### src/rtl/i_ref_dac_spi_if.sv
`default_nettype none
// ============================================================================
//  Module   : i_ref_dac_spi_if
//  Purpose  : Bundles the control-side inputs (enable, i_ref) with the SPI
//             pins and status flags of the reference-current DAC writer.
//  Modports : master - the DAC writer (consumes enable/i_ref, drives the rest)
//             slave  - the environment around it (control loop + DAC pins)
//  Signals  : enable, i_ref[BUS_WIDTH], sclk, mosi, cs_n, busy, frame_done,
//             sent_code[BUS_WIDTH]
//  Revision : 1.0 - initial release
// ============================================================================
interface i_ref_dac_spi_if #(
  parameter int BUS_WIDTH = 10
) ();
  logic                 enable;
  logic [BUS_WIDTH-1:0] i_ref;
  logic                 sclk;
  logic                 mosi;
  logic                 cs_n;
  logic                 busy;
  logic                 frame_done;
  logic [BUS_WIDTH-1:0] sent_code;

  modport master (
    input  enable, i_ref,
    output sclk, mosi, cs_n, busy, frame_done, sent_code
  );

  modport slave (
    output enable, i_ref,
    input  sclk, mosi, cs_n, busy, frame_done, sent_code
  );
endinterface
`default_nettype wire

### src/rtl/i_ref_dac_spi.sv
`default_nettype none
// ============================================================================
//  Module   : i_ref_dac_spi
//  Purpose  : Writes the i_ref code to the reference-current DAC over a
//             write-only SPI link (mode 0, MSB first). A frame
//             {CMD, i_ref, zero pad} goes out after reset and whenever the
//             code differs from the last one sent.
//  Ports    : clk  - system clock, rising edge
//             rst  - asynchronous reset, active low
//             bus  - master modport: enable, i_ref in; sclk, mosi, cs_n,
//                    busy, frame_done, sent_code out
//  Revision : 1.0 - initial release
// ============================================================================
module i_ref_dac_spi #(
  parameter int                  BUS_WIDTH = 10,
  parameter int                  DAC_WIDTH = 16,
  parameter int                  CMD_BITS  = 4,
  parameter logic [CMD_BITS-1:0] CMD       = 4'b0011,
  parameter int                  SCLK_DIV  = 2,
  parameter int                  CS_GAP    = 4
) (
  input  logic            clk,
  input  logic            rst,
  i_ref_dac_spi_if.master bus
);

  localparam int PAD     = DAC_WIDTH - CMD_BITS - BUS_WIDTH;
  localparam int DIV_MAX = (SCLK_DIV > CS_GAP) ? SCLK_DIV : CS_GAP;
  localparam int DIV_W   = $clog2(DIV_MAX + 1);
  localparam int BIT_W   = $clog2(DAC_WIDTH + 1);

  localparam logic [DIV_W-1:0] SCLK_END = DIV_W'(SCLK_DIV - 1);
  localparam logic [DIV_W-1:0] GAP_END  = DIV_W'(CS_GAP - 1);
  localparam logic [BIT_W-1:0] BIT_LAST = BIT_W'(DAC_WIDTH);

  generate
    if ((DAC_WIDTH < CMD_BITS + BUS_WIDTH) || (SCLK_DIV < 1) || (CS_GAP < 1)) begin : g_param_check
      $error("i_ref_dac_spi: illegal parameter combination");
    end
  endgenerate

  typedef enum logic [2:0] {
    ST_IDLE     = 3'd0,
    ST_SETUP    = 3'd1,
    ST_SHIFT_HI = 3'd2,
    ST_SHIFT_LO = 3'd3,
    ST_TAIL     = 3'd4,
    ST_GAP      = 3'd5
  } state_t;

  state_t               state_q,      state_d;
  logic [DIV_W-1:0]     div_cnt_q,    div_cnt_d;
  logic [BIT_W-1:0]     bit_cnt_q,    bit_cnt_d;
  logic [DAC_WIDTH-1:0] shreg_q,      shreg_d;
  logic [BUS_WIDTH-1:0] code_q,       code_d;
  logic [BUS_WIDTH-1:0] sent_code_q,  sent_code_d;
  logic                 sent_valid_q, sent_valid_d;
  logic                 sclk_q,       sclk_d;
  logic                 mosi_q,       mosi_d;
  logic                 cs_n_q,       cs_n_d;
  logic                 busy_q,       busy_d;
  logic                 frame_done_q, frame_done_d;

  logic [DAC_WIDTH-1:0] frame_word;
  logic                 start_frame;

  // Zero-extend {CMD, code} to the frame width, then push it to the top so
  // the pad lands in the LSBs (works for a zero-width pad as well).
  assign frame_word  = DAC_WIDTH'({CMD, bus.i_ref}) << PAD;
  assign start_frame = bus.enable && (!sent_valid_q || (bus.i_ref != sent_code_q));

  always_comb begin
    state_d      = state_q;
    div_cnt_d    = div_cnt_q;
    bit_cnt_d    = bit_cnt_q;
    shreg_d      = shreg_q;
    code_d       = code_q;
    sent_code_d  = sent_code_q;
    sent_valid_d = sent_valid_q;
    sclk_d       = sclk_q;
    mosi_d       = mosi_q;
    cs_n_d       = cs_n_q;
    busy_d       = busy_q;
    frame_done_d = 1'b0;

    case (state_q)
      ST_IDLE: begin
        if (start_frame) begin
          shreg_d   = frame_word;
          code_d    = bus.i_ref;
          mosi_d    = frame_word[DAC_WIDTH-1];
          cs_n_d    = 1'b0;
          busy_d    = 1'b1;
          div_cnt_d = '0;
          bit_cnt_d = '0;
          state_d   = ST_SETUP;
        end
      end

      ST_SETUP: begin
        if (div_cnt_q == SCLK_END) begin
          div_cnt_d = '0;
          sclk_d    = 1'b1;
          bit_cnt_d = bit_cnt_q + 1'b1;
          state_d   = ST_SHIFT_HI;
        end else begin
          div_cnt_d = div_cnt_q + 1'b1;
        end
      end

      ST_SHIFT_HI: begin
        if (div_cnt_q == SCLK_END) begin
          div_cnt_d = '0;
          sclk_d    = 1'b0;
          // bit_cnt counts high phases already entered; the last one
          // falls straight into the tail instead of another low phase.
          if (bit_cnt_q == BIT_LAST) begin
            mosi_d  = 1'b0;
            state_d = ST_TAIL;
          end else begin
            shreg_d = {shreg_q[DAC_WIDTH-2:0], 1'b0};
            mosi_d  = shreg_q[DAC_WIDTH-2];
            state_d = ST_SHIFT_LO;
          end
        end else begin
          div_cnt_d = div_cnt_q + 1'b1;
        end
      end

      ST_SHIFT_LO: begin
        if (div_cnt_q == SCLK_END) begin
          div_cnt_d = '0;
          sclk_d    = 1'b1;
          bit_cnt_d = bit_cnt_q + 1'b1;
          state_d   = ST_SHIFT_HI;
        end else begin
          div_cnt_d = div_cnt_q + 1'b1;
        end
      end

      ST_TAIL: begin
        if (div_cnt_q == SCLK_END) begin
          div_cnt_d    = '0;
          cs_n_d       = 1'b1;
          frame_done_d = 1'b1;
          sent_code_d  = code_q;
          sent_valid_d = 1'b1;
          state_d      = ST_GAP;
        end else begin
          div_cnt_d = div_cnt_q + 1'b1;
        end
      end

      ST_GAP: begin
        if (div_cnt_q == GAP_END) begin
          div_cnt_d = '0;
          busy_d    = 1'b0;
          state_d   = ST_IDLE;
        end else begin
          div_cnt_d = div_cnt_q + 1'b1;
        end
      end

      default: begin
        state_d = ST_IDLE;
        cs_n_d  = 1'b1;
        sclk_d  = 1'b0;
        mosi_d  = 1'b0;
        busy_d  = 1'b0;
      end
    endcase
  end

  always_ff @(posedge clk or negedge rst) begin
    if (!rst) begin
      state_q      <= ST_IDLE;
      div_cnt_q    <= '0;
      bit_cnt_q    <= '0;
      shreg_q      <= '0;
      code_q       <= '0;
      sent_code_q  <= '0;
      sent_valid_q <= 1'b0;
      sclk_q       <= 1'b0;
      mosi_q       <= 1'b0;
      cs_n_q       <= 1'b1;
      busy_q       <= 1'b0;
      frame_done_q <= 1'b0;
    end else begin
      state_q      <= state_d;
      div_cnt_q    <= div_cnt_d;
      bit_cnt_q    <= bit_cnt_d;
      shreg_q      <= shreg_d;
      code_q       <= code_d;
      sent_code_q  <= sent_code_d;
      sent_valid_q <= sent_valid_d;
      sclk_q       <= sclk_d;
      mosi_q       <= mosi_d;
      cs_n_q       <= cs_n_d;
      busy_q       <= busy_d;
      frame_done_q <= frame_done_d;
    end
  end

  assign bus.sclk       = sclk_q;
  assign bus.mosi       = mosi_q;
  assign bus.cs_n       = cs_n_q;
  assign bus.busy       = busy_q;
  assign bus.frame_done = frame_done_q;
  assign bus.sent_code  = sent_code_q;

endmodule
`default_nettype wire

### src/flat_wrapper.sv
// flat-port wrapper written by rule: the top's interface ports become plain ports
module i_ref_dac_spi_flat 
#(
  parameter int                  BUS_WIDTH = 10,
  parameter int                  DAC_WIDTH = 16,
  parameter int                  CMD_BITS  = 4,
  parameter logic [CMD_BITS-1:0] CMD       = 4'b0011,
  parameter int                  SCLK_DIV  = 2,
  parameter int                  CS_GAP    = 4
)
  (clk, rst, bus_enable, bus_i_ref, bus_sclk, bus_mosi, bus_cs_n, bus_busy, bus_frame_done, bus_sent_code);
  i_ref_dac_spi_if #(.BUS_WIDTH(BUS_WIDTH)) bus_i ();
  input  logic clk;
  input  logic rst;
  input wire logic [$bits(bus_i.enable)-1:0] bus_enable;
  input wire logic [$bits(bus_i.i_ref)-1:0] bus_i_ref;
  output wire logic [$bits(bus_i.sclk)-1:0] bus_sclk;
  output wire logic [$bits(bus_i.mosi)-1:0] bus_mosi;
  output wire logic [$bits(bus_i.cs_n)-1:0] bus_cs_n;
  output wire logic [$bits(bus_i.busy)-1:0] bus_busy;
  output wire logic [$bits(bus_i.frame_done)-1:0] bus_frame_done;
  output wire logic [$bits(bus_i.sent_code)-1:0] bus_sent_code;
  assign bus_i.enable = bus_enable;
  assign bus_i.i_ref = bus_i_ref;
  assign bus_sclk = bus_i.sclk;
  assign bus_mosi = bus_i.mosi;
  assign bus_cs_n = bus_i.cs_n;
  assign bus_busy = bus_i.busy;
  assign bus_frame_done = bus_i.frame_done;
  assign bus_sent_code = bus_i.sent_code;
  i_ref_dac_spi #(.BUS_WIDTH(BUS_WIDTH), .DAC_WIDTH(DAC_WIDTH), .CMD_BITS(CMD_BITS), .CMD(CMD), .SCLK_DIV(SCLK_DIV), .CS_GAP(CS_GAP)) u_core (.clk(clk), .rst(rst), .bus(bus_i));
endmodule
### config.mk
export PLATFORM = sky130hd
export DESIGN_NAME = i_ref_dac_spi_flat
export DESIGN_NICKNAME = d
export VERILOG_FILES = /design/src/rtl/i_ref_dac_spi_if.sv /design/src/rtl/i_ref_dac_spi.sv /design/src/flat_wrapper.sv
export SDC_FILE = /design/constraint.sdc
export NUM_CORES = 1
export LEC_CHECK = 0
export ABC_AREA = 1
export ABC_CLOCK_PERIOD_IN_PS = 2200
export BUFFER_PORTS_ARGS = -buffer_cell sky130_fd_sc_hd__buf_2
export CAP_MARGIN = 20
export CORE_MARGIN = 1
export CORE_UTILIZATION = 40
export DETAILED_ROUTE_END_ITERATION = 10
export GPL_TIMING_DRIVEN = 0
export PLACE_DENSITY = 0.62
export RECOVER_POWER = 100
export SYNTH_ARGS = -nofsm -noshare
export SYNTH_HDL_FRONTEND = slang
export SYNTH_SLANG_ARGS = --single-unit
### constraint.sdc
create_clock -name clk -period 2.2 [get_ports clk]
set_input_delay 0.11 -clock clk [delete_from_list [all_inputs] [get_ports clk]]
set_output_delay 0.11 -clock clk [all_outputs]
set_load 0.01 [all_outputs]
Word level (Yosys, flattened, before mapping)
Index checks and enable logic that the tools add are counted.
{ "totals": {"elab_cells": 86, "in_bits": 13, "regBits": 52, "out_inout_bits": 15} }
{ "classes": {"n_mux": 31, "reduce_logical": 22, "addsub": 2, "eq_ne": 15, "bitwise_logic": 4} }
{ "ops": {"columns": ["op", "count"], "rows": [
  ["2-to-1 mux 15 bit", 3],
  ["one-hot mux 15 bit (2 select lines)", 1],
  ["2-to-1 mux 3 bit", 9],
  ["one-hot mux 3 bit (5 select lines)", 1],
  ["AND reduction 3 bit", 5],
  ["one-hot mux 1 bit (3 select lines)", 4],
  ["OR reduction 4 bit", 3],
  ["2-to-1 mux 5 bit", 2],
  ["!= test 10 bit", 1],
  ["!= test 2 x 1 -> 1 bit (second input constant)", 5],
  ["one-hot mux 5 bit (2 select lines)", 1],
  ["== test 3 x 2 -> 1 bit (second input constant)", 3],
  ["2-to-1 mux 1 bit", 9],
  ["one-hot mux 3 bit (3 select lines)", 1],
  ["== test 3 x 1 -> 1 bit (second input constant)", 2],
  ["== test 3 bit (second input constant)", 2],
  ["AND reduction 2 bit", 3],
  ["adder 5 x 1 -> 5 bit (second input constant)", 1],
  ["== test 5 bit (second input constant)", 1],
  ["AND reduction 5 bit", 1],
  ["NOT 1 bit", 4],
  ["AND reduction 4 bit", 1],
  ["nonzero test 2 bit", 2],
  ["adder 3 x 1 -> 3 bit (second input constant)", 1],
  ["8 further kinds", 8]
]} }

Longest topological paths before layout
{ "depth": {"ltp_word": 5, "mapped_depth": 12, "ltp_nobuf": 12} }

Worst setup path after synthesis
OpenSTA, ideal clock, no wires.
{ "synth_timing": {"path_kind": "reg2reg", "startpoint": "register u_core.bit_cnt_q[0]", "endpoint": "register u_core.shreg_q[4]", "path_buffers": 1, "slack_ns": 0.723, "setup_time_ns": 0.117, "path_stages_with_launch": 11, "synth_period_minus_slack_ns": 1.477, "arrival_ns": 1.360, "required_ns": 2.083, "path_cell_list": "dfrtp_1 -> inv_1 -> ha_1 -> nand2_1 -> nor3_1 -> nor2_2 -> nand2_1 -> nand2_1 -> buf_4 -> nand2_1 -> nand2_1"} }
{ "synth_via": {"elab_chain_cells": 3} }
{ "synth_rtl": {"columns": ["element", "line_no", "source"], "rows": [
  ["from (decl)", "i_ref_dac_spi.sv:53", "logic [BIT_W-1:0] bit_cnt_q, bit_cnt_d;"],
  ["from (signal assigned)", "i_ref_dac_spi.sv:191", "bit_cnt_q <= bit_cnt_d;"],
  ["== test 5 bit", "i_ref_dac_spi.sv:117", "if (bit_cnt_q == BIT_LAST) begin"],
  ["!= test 2 bit (no line)", null, null],
  ["AND reduction 4 bit (no line)", null, null],
  ["to (signal assigned)", "i_ref_dac_spi.sv:192", "shreg_q <= shreg_d;"],
  ["to (decl)", "i_ref_dac_spi.sv:54", "logic [DAC_WIDTH-1:0] shreg_q, shreg_d;"]
]} }
Every way passes these cells.
A chain may end at the register's enable or synchronous reset.

Final worst setup path
{ "layout_timing": {"startpoint": "register u_core.state_q[2]", "endpoint": "register u_core.state_q[0]"} }
{ "layout_via": {"elab_chain_cells": 4, "elab_cells_between_ends": 14, "classes_between": "10 x eq/ne; 1 x mux; 3 x reduce/logical"} }
{ "layout_rtl": {"columns": ["element", "line_no", "source"], "rows": [
  ["from (decl)", "i_ref_dac_spi.sv:51", "state_t state_q, state_d;"],
  ["from (signal assigned)", "i_ref_dac_spi.sv:189", "state_q <= state_d;"],
  ["== test 3 x 1 -> 1 bit or == test 3 x 2 -> 1 bit (tied branches)", "i_ref_dac_spi.sv:86", "case (state_q)"],
  ["OR reduction 2 bit (no line)", null, null],
  ["!= test 2 x 1 -> 1 bit (no line)", null, null],
  ["AND reduction 5 bit (no line)", null, null]
]} }
Parallel ways exist; a longest one is shown, timed or not.

==> flow_summary.yaml <==
status:
  status: "complete, no violations"
layout:
  utilization_pct: 47.6
  area.growth.synth_to_final_pct: 12.3
  drive_gt1_share_pct: 9.97
  fillers: 621
  finalNetCount: 389
  antennaDiodeCount: 0
  instances_no_fill: 446
global_route:
  antenna_found_initial: 0
  grt_pass1_wl_microns: 9800
  grt_pass1_vias: 2124
  grt_max_degree: 39
  grt.overflow.total: 0
  grt_util_all_layers_pct: 19.3
yosys:
  synth_compound_area_share_pct: 8.53
  synth_cell_types: 27
  synth_top_family_by_area: "simple AND/OR/NAND/NOR gates"
  synth-simple-area-share_pct: 30.9
  synthCells: 334
  syn-mean-instance-area_sq_um: 7.68
  netlist_top_cells_count: "122 x nand2_1, 49 x dfrtp_1, 40 x inv_1"
  synth_mux_area_share_pct: 0
  ys.flop_type: "dfrtp_1"
  synthAdderAreaFrac_pct: 2.93
  synth_edf_count: 0
  synth.most_common_cell: "nand2_1"
  ys_warn_count: 0
  ys_ff_latch: 50
  ys_async_sr_fraction_pct: 100
  synth-xor-area-share_pct: 0.683
  synth.largest_area_cell: "dfrtp_1"
  yosysSeqAreaShare_pct: 48.8
  yosysTopAreaCellShare_pct: 47.8
  syn_nets: 353
  ys_top_cells_by_area: "dfrtp_1 48%, nand2_1 18%, nand3_1 6.0%"
  synthesis.area_sq_um: 2570
power:
  power_leakage_nw: 1.49
  power.density_nw_per_um2: 1130
  ir_drop_mv: 0.494
sta:
  slew_headroom_pct: 36.5
  worstMarginPinSlew_ns: 0.953
  finalMaxSlewViolations: 0
  hold_viol: 0
  clock.fmax_mhz: 516
  timing.final.ws_setup_ns: 0.262
  setup_tns_ns: 0
  period_minus_slack_ns: 1.94
  setup_viol: 0
  final.setup_skew_ns: 0.0199
  fin_crit_sh_pct: 88.1
  rsz0062_at_grt: "false"
drt:
  drc: 0
  antenna_left: 0
  viasPerCell: 4.91
  dr.pass1.iters: 4
  route.vias.total: 2189
  wire_per_inst_microns: 12.5
  first_iter_violations: 139
  wl_microns: 5590
placed_design:
  place_ws_ns: 0.461
  hpwl_microns: 4010
  io_buffers: 27
  dp_cells: 437
  place.gp.congestion: 0.758
hold_path:
  holdPathEnd: "u_core.code_q[7]$_DFFE_PN0P_"
  hold_path_startpoint: "bus_i_ref[7]"
  hold_depth: 3
  hp-class: "input port to register"
cts:
  cts-buffers-inserted: 5
  clk_pin_slew_worst_paths_ns: 0.11
  insertion_delay_ns: 0.31
  cts.path.max_buffers: 2
  root_buffer: "clkbuf_8"
  cts_tree: "done"
  cts-htree-levels: 2
  post_cts_buffers: 0
  clkSinkCount: 50
floorplanning:
  core-area_sq_um: 6060
  row_count: 28
  die-area_sq_um: 6740
  die_w_microns: 82.1
  io_pins: 28
  start_util_pct: 42.3
  die_h_microns: 82.1
worst_setup_path:
  cpLargestDelayFamily: "simple AND/OR/NAND/NOR gates"
  worstPathArrival_ns: 2.14
  cp_max_fo: 7
  rrSetupSlack_ns: 0.26
  slowest_stage: "dfrtp_1"
  worstPathCellList: "inv_1, nor2_1, inv_2, nor2_4, nor2_4, a21oi_1, nand2_2, nand2_1, nand2_1"
  r2r-end: "u_core.state_q[0]$_DFFE_PN0P_"
  ff2ff_path_depth: 9
  cp.depth: 9
  critPathBufInv: 2
  startpoint_type: "register"
  cp.required_ns: 2.40
  crit_type: "register to register"
  timing.rr.start: "u_core.state_q[2]$_DFFE_PN0P_"
  worst_path_largest_cell_delay_ns: 0.46
  crit_path_end_kind: "register"
flow_run:
  drv_cap: 0
layout make-up:
type | instances | area [sq um] | share of cell area, %
tap | 75 | 93.8 | 3.26
multi-input combinational | 232 | 1090 | 37.8
timing repair buffer | 29 | 131 | 4.56
sequential | 50 | 1250 | 43.4
inverter | 42 | 158 | 5.47
clock buffer | 5 | 68.8 | 2.39
clock inverter | 3 | 47.5 | 1.65
buffer | 10 | 42.5 | 1.48
power breakdown:
part           switching, mW  internal [mW]  total [mW]
registers              0.177           1.22        1.39
clock network          0.331          0.345       0.677
logic                  0.789          0.401        1.19
total                   1.30           1.96        3.26
worst register-to-register path, delay by kind of cell (launching register included):
| kind | cells | cell delay [ns] |
|---|---|---|
| buf+inv | 2 | 0.22 |
| flops | 1 | 0.46 |
| compound gates | 1 | 0.45 |
| simple gates | 6 | 0.70 |
flip-flops by register name, indices dropped and copies added (netlist names):
register and cells:
u_core.bit_cnt_q 5, u_core.state_q 3, u_core.bus.cs_n 1, u_core.shreg_q 13
u_core.bus.sent_code 10, u_core.bus.sclk 1, u_core.code_q 10, u_core.bus.mosi 1
u_core.bus.busy 1, u_core.bus.frame_done 1, u_core.div_cnt_q 3, u_core.sent_valid_q 1
what timing repair did:
action,4_1_cts,5_1_grt
resized for setup,0,0
hold endpoints to repair,12,0
hold buffers,1,0
stage by stage:
stage,area (sq um),hold WS (ns),total power [mW]
after CTS,2940,0.0843,3.35
after floorplan,2570,-0.186,2.33
after global routing,2880,0.110,3.56
final,2880,0.0990,3.26
after global placement,2800,0.406,2.63
after detailed placement,2820,0.0269,2.67
worst max-delay path by stage:
stage                                    startpoint                         endpoint  slack [ns]
floorplan           u_core.bit_cnt_q[0]$_DFFE_PN0P_    u_core.shreg_q[4]$_DFFE_PN0P_        0.72
global placement    u_core.bit_cnt_q[0]$_DFFE_PN0P_    u_core.shreg_q[7]$_DFFE_PN0P_        0.45
detailed placement  u_core.bit_cnt_q[0]$_DFFE_PN0P_    u_core.shreg_q[5]$_DFFE_PN0P_        0.46
CTS                 u_core.bit_cnt_q[0]$_DFFE_PN0P_    u_core.shreg_q[5]$_DFFE_PN0P_        0.44
global route                                    rst  u_core.bit_cnt_q[4]$_DFFE_PN0P_         0.1
finish                u_core.state_q[2]$_DFFE_PN0P_    u_core.state_q[0]$_DFFE_PN0P_        0.26
cells in the final DEF, fill, tap and decap left out, types with 2 or more instances in the layout:
cell and count:
nand2_1 123, dfrtp_1 49, inv_1 41, o21ai_0 32
nand3_1 31, clkbuf_1 21, nor2_1 17, buf_2 14
ha_1 6, clkbuf_8 5, a21oi_1 4, nor2_2 3
clkbuf_2 3, nor2_4 2, xor2_1 2, or2_2 2
a211oi_1 2
logic make-up after synthesis:
family,Yosys count
AOI/OAI and AO/OA,40
DFF,50
xor gates and xnor gates,2
and+or+nand+nor,184
buffers and inverters,52
adders and majority gates,6
layer usage:
metal	wire [microns]	global-route usage (%)	vias to the layer above
li1	-	-	1111
met1	2730	25.6	1036
met2	2630	32.3	36
met3	171	3.30	6
met4	65	5.26	0
met5	0	0	-
(Power assumes the default switching activity.)
